`src/rtl/adder_sched_pkg.sv`:
```
// Shared types and sizing helpers for the time-multiplexed slice adder.
// Contents: FSM state enum, slice-count and id-width helper functions.
package adder_sched_pkg;

    typedef enum logic [1:0] {
        StIdle,
        StRun,
        StDone
    } state_e;

    // Number of SLICE_W-bit steps needed to cover a DATA_W-bit operand.
    function automatic int unsigned num_slices(input int unsigned data_w,
                                               input int unsigned slice_w);
        return data_w / slice_w;
    endfunction

    // Width of an encoded requester index; never narrower than one bit.
    function automatic int unsigned id_width(input int unsigned num_req);
        return (num_req > 1) ? $clog2(num_req) : 1;
    endfunction

endpackage

```
`src/rtl/adder_rr_arbiter.sv`:
```
// Round-robin arbiter with a registered last-grant pointer.
// Ports:
//   clk, rst    - clock, synchronous active-high reset
//   req         - per-requester request vector
//   enable      - gates the grant outputs (zero grant when low)
//   advance     - a grant was taken; move the pointer to grant_idx
//   grant       - one-hot (or zero) grant
//   grant_idx   - encoded index of the granted requester (0 when none)
module adder_rr_arbiter
    import adder_sched_pkg::*;
#(
    parameter int unsigned NUM_REQ = 2
) (
    input  logic                            clk,
    input  logic                            rst,
    input  logic [NUM_REQ-1:0]              req,
    input  logic                            enable,
    input  logic                            advance,
    output logic [NUM_REQ-1:0]              grant,
    output logic [id_width(NUM_REQ)-1:0]    grant_idx
);

    localparam int unsigned IdW = id_width(NUM_REQ);

    logic [IdW-1:0] last_q, last_d;
    logic [IdW:0]   wide;
    logic [IdW-1:0] idx;
    logic           found;

    // Search starts one past the last winner so it becomes lowest priority.
    always_comb begin
        grant     = '0;
        grant_idx = '0;
        found     = 1'b0;
        wide      = '0;
        idx       = '0;
        for (int unsigned i = 0; i < NUM_REQ; i++) begin
            wide = {1'b0, last_q} + (IdW + 1)'(1) + (IdW + 1)'(i);
            if (wide >= (IdW + 1)'(NUM_REQ)) begin
                wide = wide - (IdW + 1)'(NUM_REQ);
            end
            idx = wide[IdW-1:0];
            if (enable && !found && req[idx]) begin
                found      = 1'b1;
                grant[idx] = 1'b1;
                grant_idx  = idx;
            end
        end
    end

    always_comb begin
        last_d = last_q;
        if (advance) begin
            last_d = grant_idx;
        end
    end

    // Reset to the highest index so requester 0 wins first.
    always_ff @(posedge clk) begin
        if (rst) begin
            last_q <= IdW'(NUM_REQ - 1);
        end else begin
            last_q <= last_d;
        end
    end

endmodule

```
`src/rtl/adder_slice_scheduler.sv`:
```
// Shares one SLICE_W-bit adder among NUM_REQ requesters: round-robin accept,
// then DATA_W/SLICE_W cycles of LSB-first slice addition with registered carry,
// then a held valid/ready response tagged with the requester id.
// Optional macro ADDER_SLICE_SCHED_SUB_EN adds req_sub: a set bit turns the
// operation into A-B (resp_carry=1 means no borrow).
// Ports:
//   clk, rst              - clock, synchronous active-high reset
//   req_valid/req_ready   - per-requester handshake (ready is one-hot or zero)
//   req_a, req_b          - packed operands, requester i at [i*DATA_W +: DATA_W]
//   req_sub               - per-requester subtract select (macro only)
//   resp_valid/resp_ready - response handshake
//   resp_id, resp_sum, resp_carry - result, held stable while resp_valid
//   busy                  - operation in progress or awaiting response
module adder_slice_scheduler
    import adder_sched_pkg::*;
#(
    parameter int unsigned NUM_REQ = 2,
    parameter int unsigned DATA_W  = 32,
    parameter int unsigned SLICE_W = 8
) (
    input  logic                            clk,
    input  logic                            rst,
    input  logic [NUM_REQ-1:0]              req_valid,
    output logic [NUM_REQ-1:0]              req_ready,
`ifdef ADDER_SLICE_SCHED_SUB_EN
    input  logic [NUM_REQ-1:0]              req_sub,
`endif
    input  logic [NUM_REQ*DATA_W-1:0]       req_a,
    input  logic [NUM_REQ*DATA_W-1:0]       req_b,
    output logic                            resp_valid,
    input  logic                            resp_ready,
    output logic [id_width(NUM_REQ)-1:0]    resp_id,
    output logic [DATA_W-1:0]               resp_sum,
    output logic                            resp_carry,
    output logic                            busy
);

    localparam int unsigned NumSlices = num_slices(DATA_W, SLICE_W);
    localparam int unsigned IdW       = id_width(NUM_REQ);
    localparam int unsigned SliceIdxW = (NumSlices > 1) ? $clog2(NumSlices) : 1;

    if (DATA_W % SLICE_W != 0) begin : g_bad_width
        $error("DATA_W must be an integer multiple of SLICE_W");
    end
    if (NUM_REQ < 2 || NUM_REQ > 8) begin : g_bad_num_req
        $error("NUM_REQ must be in 2..8");
    end

    state_e                 state_q, state_d;
    logic [DATA_W-1:0]      a_q, a_d, b_q, b_d, sum_q, sum_d;
    logic [IdW-1:0]         id_q, id_d;
    logic [SliceIdxW-1:0]   slice_q, slice_d;
    logic                   carry_q, carry_d;

    logic [NUM_REQ-1:0]     grant;
    logic [IdW-1:0]         grant_idx;
    logic                   arb_en, accept, slice_last, sel_sub;
    logic [DATA_W-1:0]      sel_a, sel_b;
    logic [SLICE_W-1:0]     a_slice, b_slice;
    logic [SLICE_W:0]       slice_sum;
    int unsigned            lsb;

    assign arb_en = (state_q == StIdle);
    // grant is already qualified by req_valid, so any grant is a handshake.
    assign accept = |grant;

    adder_rr_arbiter #(
        .NUM_REQ (NUM_REQ)
    ) u_arb (
        .clk       (clk),
        .rst       (rst),
        .req       (req_valid),
        .enable    (arb_en),
        .advance   (accept),
        .grant     (grant),
        .grant_idx (grant_idx)
    );

    assign sel_a = req_a[32'(grant_idx) * DATA_W +: DATA_W];
    assign sel_b = req_b[32'(grant_idx) * DATA_W +: DATA_W];
`ifdef ADDER_SLICE_SCHED_SUB_EN
    assign sel_sub = req_sub[grant_idx];
`else
    assign sel_sub = 1'b0;
`endif

    assign slice_last = (slice_q == SliceIdxW'(NumSlices - 1));

    // State register
    always_ff @(posedge clk) begin
        if (rst) begin
            state_q <= StIdle;
            a_q     <= '0;
            b_q     <= '0;
            sum_q   <= '0;
            id_q    <= '0;
            slice_q <= '0;
            carry_q <= 1'b0;
        end else begin
            state_q <= state_d;
            a_q     <= a_d;
            b_q     <= b_d;
            sum_q   <= sum_d;
            id_q    <= id_d;
            slice_q <= slice_d;
            carry_q <= carry_d;
        end
    end

    // Next state
    always_comb begin
        state_d = state_q;
        unique case (state_q)
            StIdle:  if (accept)     state_d = StRun;
            StRun:   if (slice_last) state_d = StDone;
            StDone:  if (resp_ready) state_d = StIdle;
            default: state_d = StIdle;
        endcase
    end

    // Datapath: capture on accept, one slice per RUN cycle.
    always_comb begin
        a_d       = a_q;
        b_d       = b_q;
        sum_d     = sum_q;
        id_d      = id_q;
        slice_d   = slice_q;
        carry_d   = carry_q;
        lsb       = 32'(slice_q) * SLICE_W;
        a_slice   = a_q[lsb +: SLICE_W];
        b_slice   = b_q[lsb +: SLICE_W];
        slice_sum = {1'b0, a_slice} + {1'b0, b_slice} + {{SLICE_W{1'b0}}, carry_q};
        if (state_q == StIdle && accept) begin
            a_d     = sel_a;
            // Subtract is A + ~B + 1: invert B and seed the carry.
            b_d     = sel_sub ? ~sel_b : sel_b;
            carry_d = sel_sub;
            id_d    = grant_idx;
            slice_d = '0;
        end else if (state_q == StRun) begin
            sum_d[lsb +: SLICE_W] = slice_sum[SLICE_W-1:0];
            carry_d               = slice_sum[SLICE_W];
            slice_d               = slice_q + SliceIdxW'(1);
        end
    end

    // Outputs
    always_comb begin
        req_ready  = grant;
        resp_valid = (state_q == StDone);
        busy       = (state_q != StIdle);
        resp_id    = id_q;
        resp_sum   = sum_q;
        resp_carry = carry_q;
    end

endmodule

```
`config.mk`:
```
export PLATFORM = sky130hd
export DESIGN_NAME = adder_slice_scheduler
export DESIGN_NICKNAME = d
export VERILOG_FILES = /design/src/rtl/adder_sched_pkg.sv /design/src/rtl/adder_rr_arbiter.sv /design/src/rtl/adder_slice_scheduler.sv
export SDC_FILE = /design/constraint.sdc
export NUM_CORES = 1
export LEC_CHECK = 0
export CAP_MARGIN = 5
export CORE_MARGIN = 3
export CORE_UTILIZATION = 30
export DETAILED_ROUTE_END_ITERATION = 6
export PLACE_DENSITY = 0.64
export SYNTH_ARGS = -nofsm -noshare
export SYNTH_HDL_FRONTEND = slang
export SYNTH_SLANG_ARGS = --single-unit
```
`constraint.sdc`:
```
create_clock -name clk -period 3.3 [get_ports clk]
set_input_delay 0.99 -clock clk [delete_from_list [all_inputs] [get_ports clk]]
set_output_delay 0.99 -clock clk [all_outputs]
set_load 0.01 [all_outputs]
```
Yosys cells after proc, flatten, opt, wreduce, memory -nomap -nowiden
Index checks and enable logic that the tools add are counted.
{"block": "classes", "addsub": 8, "n_eq_ne": 6, "shifts": 6, "n_mux": 20, "order_cmp": 6, "n_reduce_logical": 13, "bitwise": 2}
{"operator": "indexed part select 64 x 7 -> 32 bit", "n": 2}
{"operator": "indexed part select 32 x 6 -> 8 bit", "n": 2}
{"operator": "negator 5 -> 34 bit", "n": 1}
{"operator": "variable shift 8 x 34 -> 32 bit, first input constant", "n": 1}
{"operator": "indexed part select 8 x 34 -> 32 bit", "n": 1}
{"operator": "bitwise mux 32 bit", "n": 1}
{"operator": "two-way mux 1 bit", "n": 11}
{"operator": "two-way mux 2 bit", "n": 5}
{"operator": "adder 8 x 8 -> 9 bit", "n": 1}
{"operator": "adder 9 x 1 -> 9 bit", "n": 1}
{"operator": "logical AND 1 bit", "n": 6}
{"operator": "one-hot mux 2 bit (3 select lines)", "n": 1}
{"operator": "adder 2 x 1 -> 2 bit, second input constant", "n": 2}
{"operator": "equality test 2 bit, second input constant", "n": 2}
{"operator": ">= comparator 2 bit, second input constant", "n": 2}
{"operator": "< comparator 1 x 2 -> 1 bit, second input constant", "n": 2}
{"operator": "!= test 2 bit, second input constant", "n": 2}
{"operator": "OR reduction 2 bit", "n": 2}
{"operator": "AND reduction 3 bit", "n": 1}
{"operator": "adder 1 x 1 -> 2 bit, second input constant", "n": 1}
{"operator": "demux 1 bit (select 1 bit)", "n": 2}
{"operator": "equality test 2 x 1 -> 1 bit, second input constant", "n": 1}
{"operator": ">= comparator 1 bit, second input constant", "n": 2}
{"operator": "zero test 2 bit", "n": 1}
{"operator": "7 further kinds", "n": 8}
{"block": "word_totals", "word_cells": 69, "inputBits": 133, "out_inout_bits": 38, "regBits": 103}

Depth between registers and ports, before layout
{"block": "logic_depth", "ltp_word": 15, "mapped_depth": 9}

Hierarchy
Synthesis repeated with hierarchy kept, for this count alone.
{"block": "hier_totals", "hier_cells": 516, "hier_area_um2": 5168.7}
{"module": "adder_slice_scheduler", "seq_area_each_um2": 2042.0, "area_each_um2": 5092.4, "n_inst": 1, "cells_per_inst": 506}
{"module": "adder_rr_arbiter", "seq_area_each_um2": 20.0, "area_each_um2": 76.3, "n_inst": 1, "cells_per_inst": 10}

Worst setup path before layout
OpenSTA, ideal clock, no wires.
{"block": "synth_timing", "kind": "reg-to-reg", "startpoint": "reg slice_q[0]", "endpoint": "reg sum_q[12] (netlist: resp_sum[12])", "required_time_ps": 3172, "path_slack_ps": 344, "arrival_ps": 2828, "stages_incl_launch_ff": 9, "cell_sequence": "dfxtp_1 buf_2 mux4_2 fa_1 fa_1 a21o_1 a211o_1 a32oi_1 nor2_1"}
{"block": "synth_via", "elab_chain_cells": 5}
{"element": "start, declared", "line": "adder_slice_scheduler.sv:52", "rtl": "logic [SliceIdxW-1:0] slice_q, slice_d;"}
{"element": "start signal, assigned", "line": "adder_slice_scheduler.sv:105", "rtl": "slice_q <= slice_d;"}
{"element": "indexed part select 32 x 6 -> 8 bit, on equally long branches", "line": "adder_slice_scheduler.sv:130, adder_slice_scheduler.sv:131"}
{"element": "adder 8 x 8 -> 9 bit", "line": "adder_slice_scheduler.sv:132", "rtl": "slice_sum = {1'b0, a_slice} + {1'b0, b_slice} + {{SLICE_W{1'b0}}, carry_q};"}
{"element": "adder 9 x 1 -> 9 bit", "line": "adder_slice_scheduler.sv:132"}
{"element": "indexed part select 8 x 34 -> 32 bit", "line": "adder_slice_scheduler.sv:141", "rtl": "sum_d[lsb +: SLICE_W] = slice_sum[SLICE_W-1:0];"}
{"element": "bitwise mux 32 bit *", "line": "adder_slice_scheduler.sv:141"}
{"element": "end signal, assigned", "line": "adder_slice_scheduler.sv:103", "rtl": "sum_q <= sum_d;"}
{"element": "end, declared", "line": "adder_slice_scheduler.sv:50", "rtl": "logic [DATA_W-1:0] a_q, a_d, b_q, b_d, sum_q, sum_d;"}
Every way passes the cells marked *; elsewhere a longest branch is shown, timed or not.
A chain may end at the register's enable or synchronous reset.

Final worst setup path
{"block": "layout_timing", "startpoint": "reg slice_q[0]", "endpoint": "reg sum_q[22] (netlist: resp_sum[22])"}
The elaborated chain is that of the path after synthesis.

==> summary by stage <==
Route
The routed length per instance is 16.25 µm. The first detailed-routing pass ran for 5 iterations. After detailed routing, the total wire length is 14,450 µm.

The routed layout has 4,441 vias. The final antenna-violating net count is 0. The first routing iteration left 295 violations. The number of remaining DRC errors is 0. The average via count per standard cell is 4.996.

Yosys
During synthesis, Yosys emitted a total of 0 warnings. The net count of the mapped netlist is 663. The most used flip-flop cell after synthesis is sky130_fd_sc_hd__dfxtp_1. The most instantiated library cell after synthesis is sky130_fd_sc_hd__dfxtp_1. Of the post-synthesis cell area, the dominant cell type holds 0.3981. sky130_fd_sc_hd__dfxtp_1 takes more of the synthesized area than any other cell. After synthesis the netlist holds a flip-flop and latch count of 103. Sorting the synthesized cells by area gives the leading types as sky130_fd_sc_hd__dfxtp_1 40%, sky130_fd_sc_hd__mux2i_1 13%, sky130_fd_sc_hd__a211oi_1 9.7%.

The post-synthesis cell count is 515. The mean area per synthesized cell is 10.06 µm². The distinct cell type count of the synthesized netlist is 46.

The synthesized design contains 0 enable-type register cells. In this run the cell area of the synthesized design comes to 5180 µm². By count the netlist is led by 103 x sky130_fd_sc_hd__dfxtp_1, 88 x sky130_fd_sc_hd__nor2_1, 67 x sky130_fd_sc_hd__a211oi_1. For this run, the register share of the synthesized area comes to 0.3981. The fraction of synthesis flops using an asynchronous set or reset pin is 0.

Critical path
The setup check on the worst reg-to-reg path leaves a slack of 0.36 ns. Along the worst path, the maximum fanout reaches 5. Counting cells, the worst reg-to-reg path comes to 7. The required arrival time at the worst endpoint is 3.56 ns. Data arrives at the worst endpoint at 3.20 ns. STA classifies the critical path startpoint as a register. The critical path is of the reg -> reg type. The worst setup path is captured at a register.

Power
The combinational cell fraction of total power is 0.235. The power density over the cells is 450.2 nW/µm². The internal power component is 2.416 mW.

The leakage power is 3.048 nW. The worst-case IR drop observed on VDD is 244.5 µV. The sequential group share of total power is 0.423. The share of total power dissipated in the clock network is 0.342. In this run the power spent charging and discharging nets is 0.9095 mW.

Of the total power, the share spent switching nets is 0.2735. The total power after layout is 3.326 mW.

Timing
Dividing the final minimum period by the clock period gives 0.8909. The number of setup violations in the final report is 0. The worst pin sits at a relative slew slack of 0.2855. The slew at the pin closest to its max-slew limit is 1.072 ns. Timing would allow up to 340.1 MHz.

On the final layout, the worst clock skew is 0.006180 ns. The final count of hold timing violations was 0. In the final timing run, aggregate negative setup slack is 0 ns. Setup repair after global routing left no endpoint under its margin. The number of max-slew violations in the final report was 0.

The final period demand of the worst path is 2.940 ns.

GRT
Across every metal layer, demand over resource in global routing totals 0.1557. The maximum number of pins on one net before global-route repair is 108. The first global-routing pass estimated 22,930 µm of wire.

Global routing finished with a remaining overflow of 0. The number of global-route vias before repair is 4,418. The initial antenna violation count was 0.

CTS
At the later pin of the worst-skew pair, clock insertion delay measures 0.34 ns. Counting along the longest clock path gives a buffer depth of 2. CTS placed an instance of sky130_fd_sc_hd__clkbuf_16 at the clock tree root. The clock-pin slew on the worst setup and hold paths is 0.07 ns. The clock buffer count from CTS is 9. The number of levels in the clock H-tree is 3. The number of clock sinks is 103. The number of setup buffers added after CTS is 0.

The CTS tree is done. Buffers inserted to repair hold after CTS numbered 0.

Outcome
The flow ran to the end, and the final reports show no timing, DRC or antenna violations.

Finish
Of the cells placed in the final design, the portion with a size suffix greater than 1 is 0.08520. 0 antenna diodes ended up in the layout. The final-layout fill cell count is 1,568. The area of combinational cells with multiple inputs is 2887 µm². The synthesis-to-layout area growth is 42.61%. The net count of the finished layout is 812. Across the whole layout, storage elements account for 2063 µm².

Floorplan
The placeable core region is 16,760 µm². The I/O pin count is 171. The floorplan die width is 137.4 µm.

Measured along the y axis, the die boundary spans 137.4 µm. The row count is 47. The full die area is 18,880 µm².

For this configuration, the core starts out at a cell density of 0.3091.

Placed design
Summed over all nets, the half-perimeter wirelength after detailed placement is 11,270 µm. The port buffer count is 170. The congestion estimate from routability-driven global placement came to 0.8356.

Flow run
The count of max-cap constraint violations is 0.

Worst hold path
The class of the most critical hold timing path is reg -> reg. The worst hold path depth is 2.
-- metrics by stage --
step | hold slack, ns | instance area (µm²) | util | instances | worst slack [ns]
floorplan | 0.4583 | 5180 | - | 515 | 0.3442
global placement | 0.4593 | 7061 | 0.4213 | 873 | -0.006004
detailed placement | 0.4634 | 7061 | 0.4213 | 873 | -0.01882
CTS | 0.4748 | 7380 | 0.4403 | 889 | 0.0008802
global route | 0.5120 | 7387 | 0.4408 | 889 | 0.1386
finish | 0.4722 | 7387 | 0.4408 | 889 | 0.3601
-- worst max-delay path: stages, from the launching register on --
cell	delay, ns
sky130_fd_sc_hd__dfxtp_2	0.41
sky130_fd_sc_hd__mux4_2	0.56
sky130_fd_sc_hd__fa_1	0.44
sky130_fd_sc_hd__fa_1	0.44
sky130_fd_sc_hd__a211oi_1	0.36
sky130_fd_sc_hd__o21a_1	0.20
sky130_fd_sc_hd__o211ai_1	0.21
sky130_fd_sc_hd__o21ai_0	0.22
-- state kept, by name (all words and copies together), names as in the netlist --
register and cells:
a_q 32, b_q 32, resp_carry 1, resp_id 1
resp_sum 32, slice_q 2, state_q 2, u_arb.last_q 1
-- layout make-up --
cell class / instances / share of cell area
Clock buffer: 9 / 0.03049
Clock inverter: 7 / 0.01287
Inverter: 7 / 0.003557
Multi-Input combinational cell: 363 / 0.3908
Sequential cell: 103 / 0.2793
Tap cell: 220 / 0.03726
Timing Repair Buffer: 180 / 0.2458
-- routing by layer --
metal | routed length, µm | GRT usage | up-vias
met3 | 748 | 0.03104 | 24
li1 | - | - | 2225
met5 | 0 | 0 | -
met4 | 327 | 0.04933 | 0
met1 | 6436 | 0.2080 | 2017
met2 | 6934 | 0.2530 | 175
-- placed cells by master, fill, tap and decap left out, types with 3 or more instances in the layout --
master,synthesis,layout
sky130_fd_sc_hd__a211oi_1,67,67
sky130_fd_sc_hd__a21oi_1,7,7
sky130_fd_sc_hd__a22oi_1,13,13
sky130_fd_sc_hd__a31oi_1,4,4
sky130_fd_sc_hd__a32oi_1,4,4
sky130_fd_sc_hd__buf_12,0,3
sky130_fd_sc_hd__buf_4,7,8
sky130_fd_sc_hd__clkbuf_16,0,9
sky130_fd_sc_hd__clkdlybuf4s50_1,0,166
sky130_fd_sc_hd__dfxtp_1,103,102
sky130_fd_sc_hd__ha_1,13,13
sky130_fd_sc_hd__inv_1,7,7
sky130_fd_sc_hd__mux2i_1,65,65
sky130_fd_sc_hd__mux4_2,16,16
sky130_fd_sc_hd__nand2_1,7,6
sky130_fd_sc_hd__nand3_1,5,4
sky130_fd_sc_hd__nand3b_1,14,14
sky130_fd_sc_hd__nor2_1,88,88
sky130_fd_sc_hd__nor3_1,4,4
sky130_fd_sc_hd__o211ai_1,3,3
sky130_fd_sc_hd__o21ai_0,16,16
sky130_fd_sc_hd__or3b_1,3,3
-- power by group through the flow --
stage               combinational, mW  clock [mW]  sequential, mW
finish                          0.781        1.14            1.41
global route                    0.857        1.21            1.42
CTS                             0.786        1.16            1.41
detailed placement              0.785           0            1.44
global placement                0.765           0            1.43
floorplan                       0.480           0            1.41
-- kinds of logic (layout without fill, tap and decap cells) --
kind of cell    count (synthesis)  count (layout)  synth area share
compound gates                124             124            0.1700
xor+xnor                        3               3          0.005073
fa+ha+maj                      15              15           0.03913
buf+inv                        49             203           0.04904
flops                         103             103            0.3981
mux                            81              81            0.1952
simple gates                  140             140            0.1435
-- repair_timing --
action / CTS / global route
resized for setup: 1 / 3
setup endpoints to repair: 1 / 1
endpoints found under the hold margin: 0 / 0
-- worst paths after layout --
check / from / end
setup reg to reg: slice_q[0] / resp_sum[22]
hold / removal: resp_id / resp_id
setup / recovery: slice_q[0] / resp_sum[22]
hold reg to reg: resp_id / resp_id
(Power assumes the default switching activity.)
